File: config.mk
export PLATFORM = sky130hd
export DESIGN_NAME = random_coord_gen
export DESIGN_NICKNAME = d
export VERILOG_FILES = /design/src/rtl/random_coord_gen.sv
export SDC_FILE = /design/constraint.sdc
export NUM_CORES = 1
export LEC_CHECK = 0
export CORE_ASPECT_RATIO = 0.6
export CORE_MARGIN = 2
export CORE_UTILIZATION = 41
export CTS_CLUSTER_DIAMETER = 200
export DETAILED_ROUTE_END_ITERATION = 8
export PLACE_DENSITY = 0.75
export SLEW_MARGIN = 20
export SYNTH_ARGS = -nofsm -noshare
export SYNTH_HDL_FRONTEND = slang
export SYNTH_SLANG_ARGS = --single-unit
File: constraint.sdc
create_clock -name system_clk -period 1.72 [get_ports system_clk]
set_input_delay 0.172 -clock system_clk [delete_from_list [all_inputs] [get_ports system_clk]]
set_output_delay 0.172 -clock system_clk [all_outputs]
set_load 0.01 [all_outputs]
File: src/rtl/random_coord_gen.sv
// -----------------------------------------------------------------------------
// random_coord_gen
// Draws a pseudo-random (x, y) coordinate from a free-running Fibonacci LFSR.
// Each request samples candidates from successive LFSR states until one lies
// inside the legal box (x <= X_MAX, y <= Y_MAX) and differs from an optional
// excluded coordinate. After MAX_TRIES rejected candidates a deterministic
// fallback coordinate is returned instead, so latency is always bounded.
//
// Ports
//   system_clk  in   single clock, rising edge
//   reset       in   asynchronous active-high reset
//   req         in   request a coordinate (sampled only while idle)
//   seed_load   in   load seed_in into the LFSR on this edge
//   seed_in     in   reseed value (zero is replaced by SEED)
//   excl_valid  in   exclusion coordinate enabled
//   excl_x/y    in   coordinate the result must not equal
//   busy        out  draw in progress
//   valid       out  one-cycle pulse, x_out/y_out hold a new result
//   x_out/y_out out  result coordinate, held between requests
//   fallback    out  last result came from the fallback path
//   lfsr_q      out  current LFSR state
// -----------------------------------------------------------------------------
module random_coord_gen #(
    parameter int                LFSR_W    = 16,
    parameter int                X_W       = 4,
    parameter int                Y_W       = 4,
    parameter int                X_MAX     = 15,
    parameter int                Y_MAX     = 11,
    parameter logic [LFSR_W-1:0] SEED      = 16'hACE1,
    parameter int                MAX_TRIES = 8
) (
    input  logic              system_clk,
    input  logic              reset,
    input  logic              req,
    input  logic              seed_load,
    input  logic [LFSR_W-1:0] seed_in,
    input  logic              excl_valid,
    input  logic [X_W-1:0]    excl_x,
    input  logic [Y_W-1:0]    excl_y,
    output logic              busy,
    output logic              valid,
    output logic [X_W-1:0]    x_out,
    output logic [Y_W-1:0]    y_out,
    output logic              fallback,
    output logic [LFSR_W-1:0] lfsr_q
);

    localparam int             TRY_W    = $clog2(MAX_TRIES + 1);
    localparam logic [X_W-1:0] X_MAX_C  = X_W'(X_MAX);
    localparam logic [Y_W-1:0] Y_MAX_C  = Y_W'(Y_MAX);
    localparam logic [TRY_W-1:0] TRY_LAST = TRY_W'(MAX_TRIES - 1);

    typedef enum logic [1:0] {
        S_IDLE     = 2'd0,
        S_DRAW     = 2'd1,
        S_FALLBACK = 2'd2
    } state_t;

    state_t            r_state;
    logic [LFSR_W-1:0] r_lfsr;
    logic [TRY_W-1:0]  r_tries;
    logic              r_busy;
    logic              r_valid;
    logic [X_W-1:0]    r_x;
    logic [Y_W-1:0]    r_y;
    logic              r_fallback;

    logic              w_fb;
    logic [LFSR_W-1:0] w_seed_next;
    logic [X_W-1:0]    w_cx;
    logic [Y_W-1:0]    w_cy;
    logic              w_accept;
    logic              w_excl_zero;

    // Feedback taps chosen per width; unused widths are never elaborated.
    generate
        if (LFSR_W == 8) begin : g_fb8
            assign w_fb = r_lfsr[7] ^ r_lfsr[5] ^ r_lfsr[4] ^ r_lfsr[3];
        end else if (LFSR_W == 32) begin : g_fb32
            assign w_fb = r_lfsr[31] ^ r_lfsr[21] ^ r_lfsr[1] ^ r_lfsr[0];
        end else begin : g_fb16
            assign w_fb = r_lfsr[15] ^ r_lfsr[13] ^ r_lfsr[12] ^ r_lfsr[10];
        end
    endgenerate

    // Candidate extraction, acceptance test and reseed value selection.
    always_comb begin
        w_cx        = r_lfsr[X_W-1:0];
        w_cy        = r_lfsr[X_W+Y_W-1:X_W];
        w_accept    = (w_cx <= X_MAX_C) && (w_cy <= Y_MAX_C) &&
                      !(excl_valid && (w_cx == excl_x) && (w_cy == excl_y));
        w_excl_zero = excl_valid && (excl_x == {X_W{1'b0}}) && (excl_y == {Y_W{1'b0}});
        // A zero seed would lock the LFSR, so it is replaced by SEED.
        if (seed_in == {LFSR_W{1'b0}}) begin
            w_seed_next = SEED;
        end else begin
            w_seed_next = seed_in;
        end
    end

    // LFSR stepping/reseed and the draw state machine with registered outputs.
    always_ff @(posedge system_clk or posedge reset) begin
        if (reset) begin
            r_lfsr     <= SEED;
            r_state    <= S_IDLE;
            r_tries    <= {TRY_W{1'b0}};
            r_busy     <= 1'b0;
            r_valid    <= 1'b0;
            r_x        <= {X_W{1'b0}};
            r_y        <= {Y_W{1'b0}};
            r_fallback <= 1'b0;
        end else begin
            if (seed_load) begin
                r_lfsr <= w_seed_next;
            end else begin
                r_lfsr <= {r_lfsr[LFSR_W-2:0], w_fb};
            end

            r_valid <= 1'b0;

            case (r_state)
                S_IDLE: begin
                    if (req) begin
                        r_state <= S_DRAW;
                        r_tries <= {TRY_W{1'b0}};
                        r_busy  <= 1'b1;
                    end else begin
                        r_busy  <= 1'b0;
                    end
                end
                S_DRAW: begin
                    if (w_accept) begin
                        r_x        <= w_cx;
                        r_y        <= w_cy;
                        r_fallback <= 1'b0;
                        r_valid    <= 1'b1;
                        r_state    <= S_IDLE;
                        r_busy     <= 1'b0;
                    end else if (r_tries == TRY_LAST) begin
                        // This reject exhausts the budget.
                        r_tries <= r_tries + TRY_W'(1);
                        r_state <= S_FALLBACK;
                    end else begin
                        r_tries <= r_tries + TRY_W'(1);
                    end
                end
                S_FALLBACK: begin
                    // (0,0) unless it is the excluded point; X_MAX >= 1 makes (1,0) legal.
                    if (w_excl_zero) begin
                        r_x <= {{(X_W-1){1'b0}}, 1'b1};
                    end else begin
                        r_x <= {X_W{1'b0}};
                    end
                    r_y        <= {Y_W{1'b0}};
                    r_fallback <= 1'b1;
                    r_valid    <= 1'b1;
                    r_state    <= S_IDLE;
                    r_busy     <= 1'b0;
                end
                default: begin
                    r_state <= S_IDLE;
                    r_busy  <= 1'b0;
                end
            endcase
        end
    end

    assign busy     = r_busy;
    assign valid    = r_valid;
    assign x_out    = r_x;
    assign y_out    = r_y;
    assign fallback = r_fallback;
    assign lfsr_q   = r_lfsr;

endmodule

==> results <==
power by group through the flow:
stage          clock network (uW)  logic (uW)  registers (uW)
2_1_floorplan                   0         605            1160
3_3_place_gp                    0        1280            1090
3_5_place_dp                    0        1310            1100
4_1_cts                       595        1330            1090
5_1_grt                       633        1520            1120
6_report                      577        1400            1100
Yosys cell counts (2+ instances only):
master,count
sky130_fd_sc_hd__nor2_1,8
sky130_fd_sc_hd__dfstp_2,8
sky130_fd_sc_hd__mux2_2,8
sky130_fd_sc_hd__nor4_1,4
sky130_fd_sc_hd__a22o_1,3
sky130_fd_sc_hd__a211oi_1,2
sky130_fd_sc_hd__xnor2_2,2
sky130_fd_sc_hd__o22a_1,8
sky130_fd_sc_hd__nor4b_1,4
sky130_fd_sc_hd__ha_1,4
sky130_fd_sc_hd__nand2_1,8
sky130_fd_sc_hd__nor3_1,2
sky130_fd_sc_hd__xnor2_1,8
sky130_fd_sc_hd__clkbuf_1,4
sky130_fd_sc_hd__nor2b_1,2
sky130_fd_sc_hd__nand3_1,5
sky130_fd_sc_hd__nand4_1,3
sky130_fd_sc_hd__o21ai_0,10
sky130_fd_sc_hd__a21o_1,2
sky130_fd_sc_hd__inv_1,5
sky130_fd_sc_hd__dfrtp_1,25
sky130_fd_sc_hd__mux2i_1,2
sky130_fd_sc_hd__a21oi_1,3
layer usage:
| metal | share of wire | wire length, microns |
|---|---|---|
| met4 | 0.016 | 81 |
| met3 | 0.055 | 273 |
| met2 | 0.44 | 2180 |
| met1 | 0.49 | 2400 |
| met5 | 0 | 0 |
kinds of logic after synthesis:
group,synth area share
DFF,0.482
and+or+nand+nor,0.165
muxes,0.0635
xor gates and xnor gates,0.0643
adders and majority gates,0.0289
buffers and inverters,0.0260
AOI/OAI and AO/OA,0.170
timing repair:
item | 4_1_cts | 5_1_grt
endpoints found under the setup margin | 1 | 9
gates resized for setup | 2 | 18
hold buffers | 0 | 0
pin swaps | 0 | 3
endpoints found under the hold margin | 0 | 0
state kept, by name, summed over array words and instances (netlist names):
| register | count |
|---|---|
| busy | 1 |
| fallback | 1 |
| lfsr_q | 16 |
| r_state | 2 |
| r_tries | 4 |
| valid | 1 |
| x_out | 4 |
| y_out | 4 |
through the flow:
stage | std cells | hold WS, ps | TNS (ps)
after floorplan | 152 | 295 | 0
after global placement | 283 | 469 | -486
after detailed placement | 283 | 483 | -1310
after CTS | 291 | 273 | 0
after global routing | 291 | 320 | -191
final | 291 | 260 | 0
worst min-delay path, cell delays in order:
cell and delay (ps):
sky130_fd_sc_hd__clkdlybuf4s50_1 400, sky130_fd_sc_hd__inv_1 50, sky130_fd_sc_hd__buf_4 350
cells in the final DEF, fill, tap and decap left out, drive strengths merged, types with 4 or more instances in the layout:
cell type	netlist	layout
mux2	8	8
dfrtp	25	25
nor2	8	8
clkdlybuf4s50	0	52
dfstp	8	8
nand2	8	8
inv	5	5
nor4	4	4
ha	4	4
xnor2	10	10
o21ai	10	10
o22a	8	8
buf	1	21
clkbuf	4	5
nand3	6	6
nor4b	5	5
area by class of cell:
| type | count | area share |
|---|---|---|
| sequential | 33 | 0.316 |
| clock inverter | 3 | 0.00662 |
| inverter | 5 | 0.00709 |
| tap | 60 | 0.0284 |
| timing repair buffer | 76 | 0.272 |
| clock buffer | 5 | 0.0260 |
| multi-input combinational | 109 | 0.345 |
final timing paths:
check	endpoint	slack [ps]	cells after the start
setup reg to reg	r_tries[2]	20	6
max in group asynchronous	lfsr_q[0]	1130	3
min in group system_clk	lfsr_q[10]	460	2
hold / removal	fallback	260	3
setup / recovery	r_tries[2]	20	6
hold reg to reg	busy	490	2
==> results.txt <==
For this run, asynchronously set or reset flops after synthesis account for 1.00. In this run the worst setup path begins at lfsr_q[6]. The count of standard-cell rows came out at 18.

Fill cells in the final layout number 306. The met2 demand-to-capacity share in global routing is 0.337. The via density per instance came out at 5.36.

The min-delay analysis places its worst path in the category primary input to asynchronous set/reset pin. The internal power came out at 1980 uW. The height of the chip came out at 54.4 microns. The final weighted congestion in routability-driven placement is 0.900. The share of total power dissipated in combinational logic is 0.455. In this run the worst path has a maximum fanout of 7. The design draws 3080 uW. During synthesis, Yosys emitted a total of 0 warnings.

The area of the core came out at 0.00408 sq mm. In this run the remaining antenna-violating nets after routing total 0. Clock-pin slew was measured on the worst setup and hold paths at 70 ps. The family with the most delay on the worst path is flip-flops. Ranked by total cell area, the synthesized netlist is headed by sky130_fd_sc_hd__dfrtp_1, sky130_fd_sc_hd__dfstp_2, sky130_fd_sc_hd__mux2_2. The count of clock tree sinks came out at 33. After detailed routing, the number of remaining DRC violations is 0. Counting flops with a built-in enable in the synthesized netlist gives 0. The total leakage power is 0.00109 uW. The global-route congestion overflow total came out at 0. The distinct cell type count after synthesis came out at 45. The area taken by flip-flops and latches came out at 836 sq um. Across the routed clock network, the largest skew measured is 3.74 ps.

The wire length of the first global-routing pass is 7820 microns. The maximum clock rate is 0.587 GHz. The data arrival time of the critical path came out at 1920 ps. The flow ran to the end, and the final reports show no timing, DRC or antenna violations. The sequential area share after synthesis is 0.482. The critical path goes through xnor2_2 -> nand4_1 -> o31ai_4 -> buf_6 -> nand3_2 -> mux2i_1. The count of H-tree levels built during CTS came out at 2. The slack of the critical path is 17.4 ps. The sequential share of power came out at 0.357. Of the cells placed in the final design, the portion with a size suffix greater than 1 is 0.290.

The synthesized design spends more area on one cell type than any other, namely sky130_fd_sc_hd__dfrtp_1. The area of the mapped netlist came out at 0.00173 sq mm. The total routing usage reported by global routing is 0.228. The most used flip-flop cell after synthesis is sky130_fd_sc_hd__dfrtp_1. After clock tree synthesis, the setup repair step added 0 buffers.

The count of pins on the block boundary came out at 56. The x dimension of the die is 87.9 microns. After detailed placement, the total cell area comes to 0.00249 sq mm. The max-slew violation count is 0. The worst-case clock buffer depth is 2.

The maximum number of pins on one net before global-route repair came out at 34. The detailed router finished its first iteration with 71 violations. The relative area change from synthesis to final layout came out at 52.8%.

The actual slew at the worst max-slew pin is 408 ps. The count of mapped cells out of synthesis came out at 152. The startpoint class of the critical path is a flip-flop. The net count after synthesis came out at 185.

The critical-path cell with the highest stage delay is sky130_fd_sc_hd__dfstp_2. The number of antenna cells inserted came out at 0. The floorplan step defined a die boundary enclosing 0.00478 sq mm. For this block, the via count after detailed routing is 1,559. The number of maximum-capacitance violations is 0. Buffers inserted during clock tree synthesis total 5. The worst max-slew margin expressed relative to the limit is 0.728.

In the global route stage, met3 resource usage came out at 0.0558. Of the available clock period, the critical path in the final layout requires 0.990. The setup violation total in the final timing report is 0.

The number of hold violations in the final report is 0. Of the post-synthesis cell area, the dominant cell type holds 0.361. At the placement stage, the worst setup path has a slack of -148 ps. The worst register-to-register path begins at lfsr_q[6]. For this configuration, the core starts out at a cell density of 0.425. The critical path endpoint category is a flip-flop. For this run, the post-layout net count is 263.

The wire-length estimate of the detail-placed layout is 3760 microns. The required time of the worst setup path came out at 1940 ps. The analysis attributes to net switching a power of 1090 uW. The number of antenna violations at the first check in global routing is 0. On the worst path, the slowest cell contributes a delay of 560 ps.

Before antenna repair, the detailed router went through 4 iterations. The via count of the first global-routing pass is 1,522. After synthesis the netlist holds a flip-flop and latch count of 33. The cell sitting at the root of the clock tree is a sky130_fd_sc_hd__clkbuf_8. Setup repair after global routing could not meet its margin everywhere.

Port buffering added 55 buffers. For met1 alone, demand over resource in global routing was 0.324. The clock period minus worst slack came out at 1700 ps. The clock insertion delay at the later pin of the skew report is 290 ps. The worst setup path is of the flip-flop to flip-flop kind. The largest voltage drop on the vdd net came out at 0.667 mV. Once layout is complete, the utilization of the core stands at 0.649.

The most congested layer reported by global routing is met2. Of the total power, the clock network draws 0.188. The wire length after detailed routing is 4940 microns. Together, buffers and inverters on the worst path number 1. Each instance of the synthesized netlist takes up on average 11.4 sq um. The switching share of power came out at 0.355.

Dividing total power by cell area gives a power density of 1160 mW/mm^2. The area occupied by multi-input gates is 912 sq um. The mean routed wirelength per cell is 17.0 microns.

The final cell area excluding filler cells is 0.00265 sq mm. TritonCTS built the clock tree.
No activity file was read; power rests on OpenSTA's default activity.
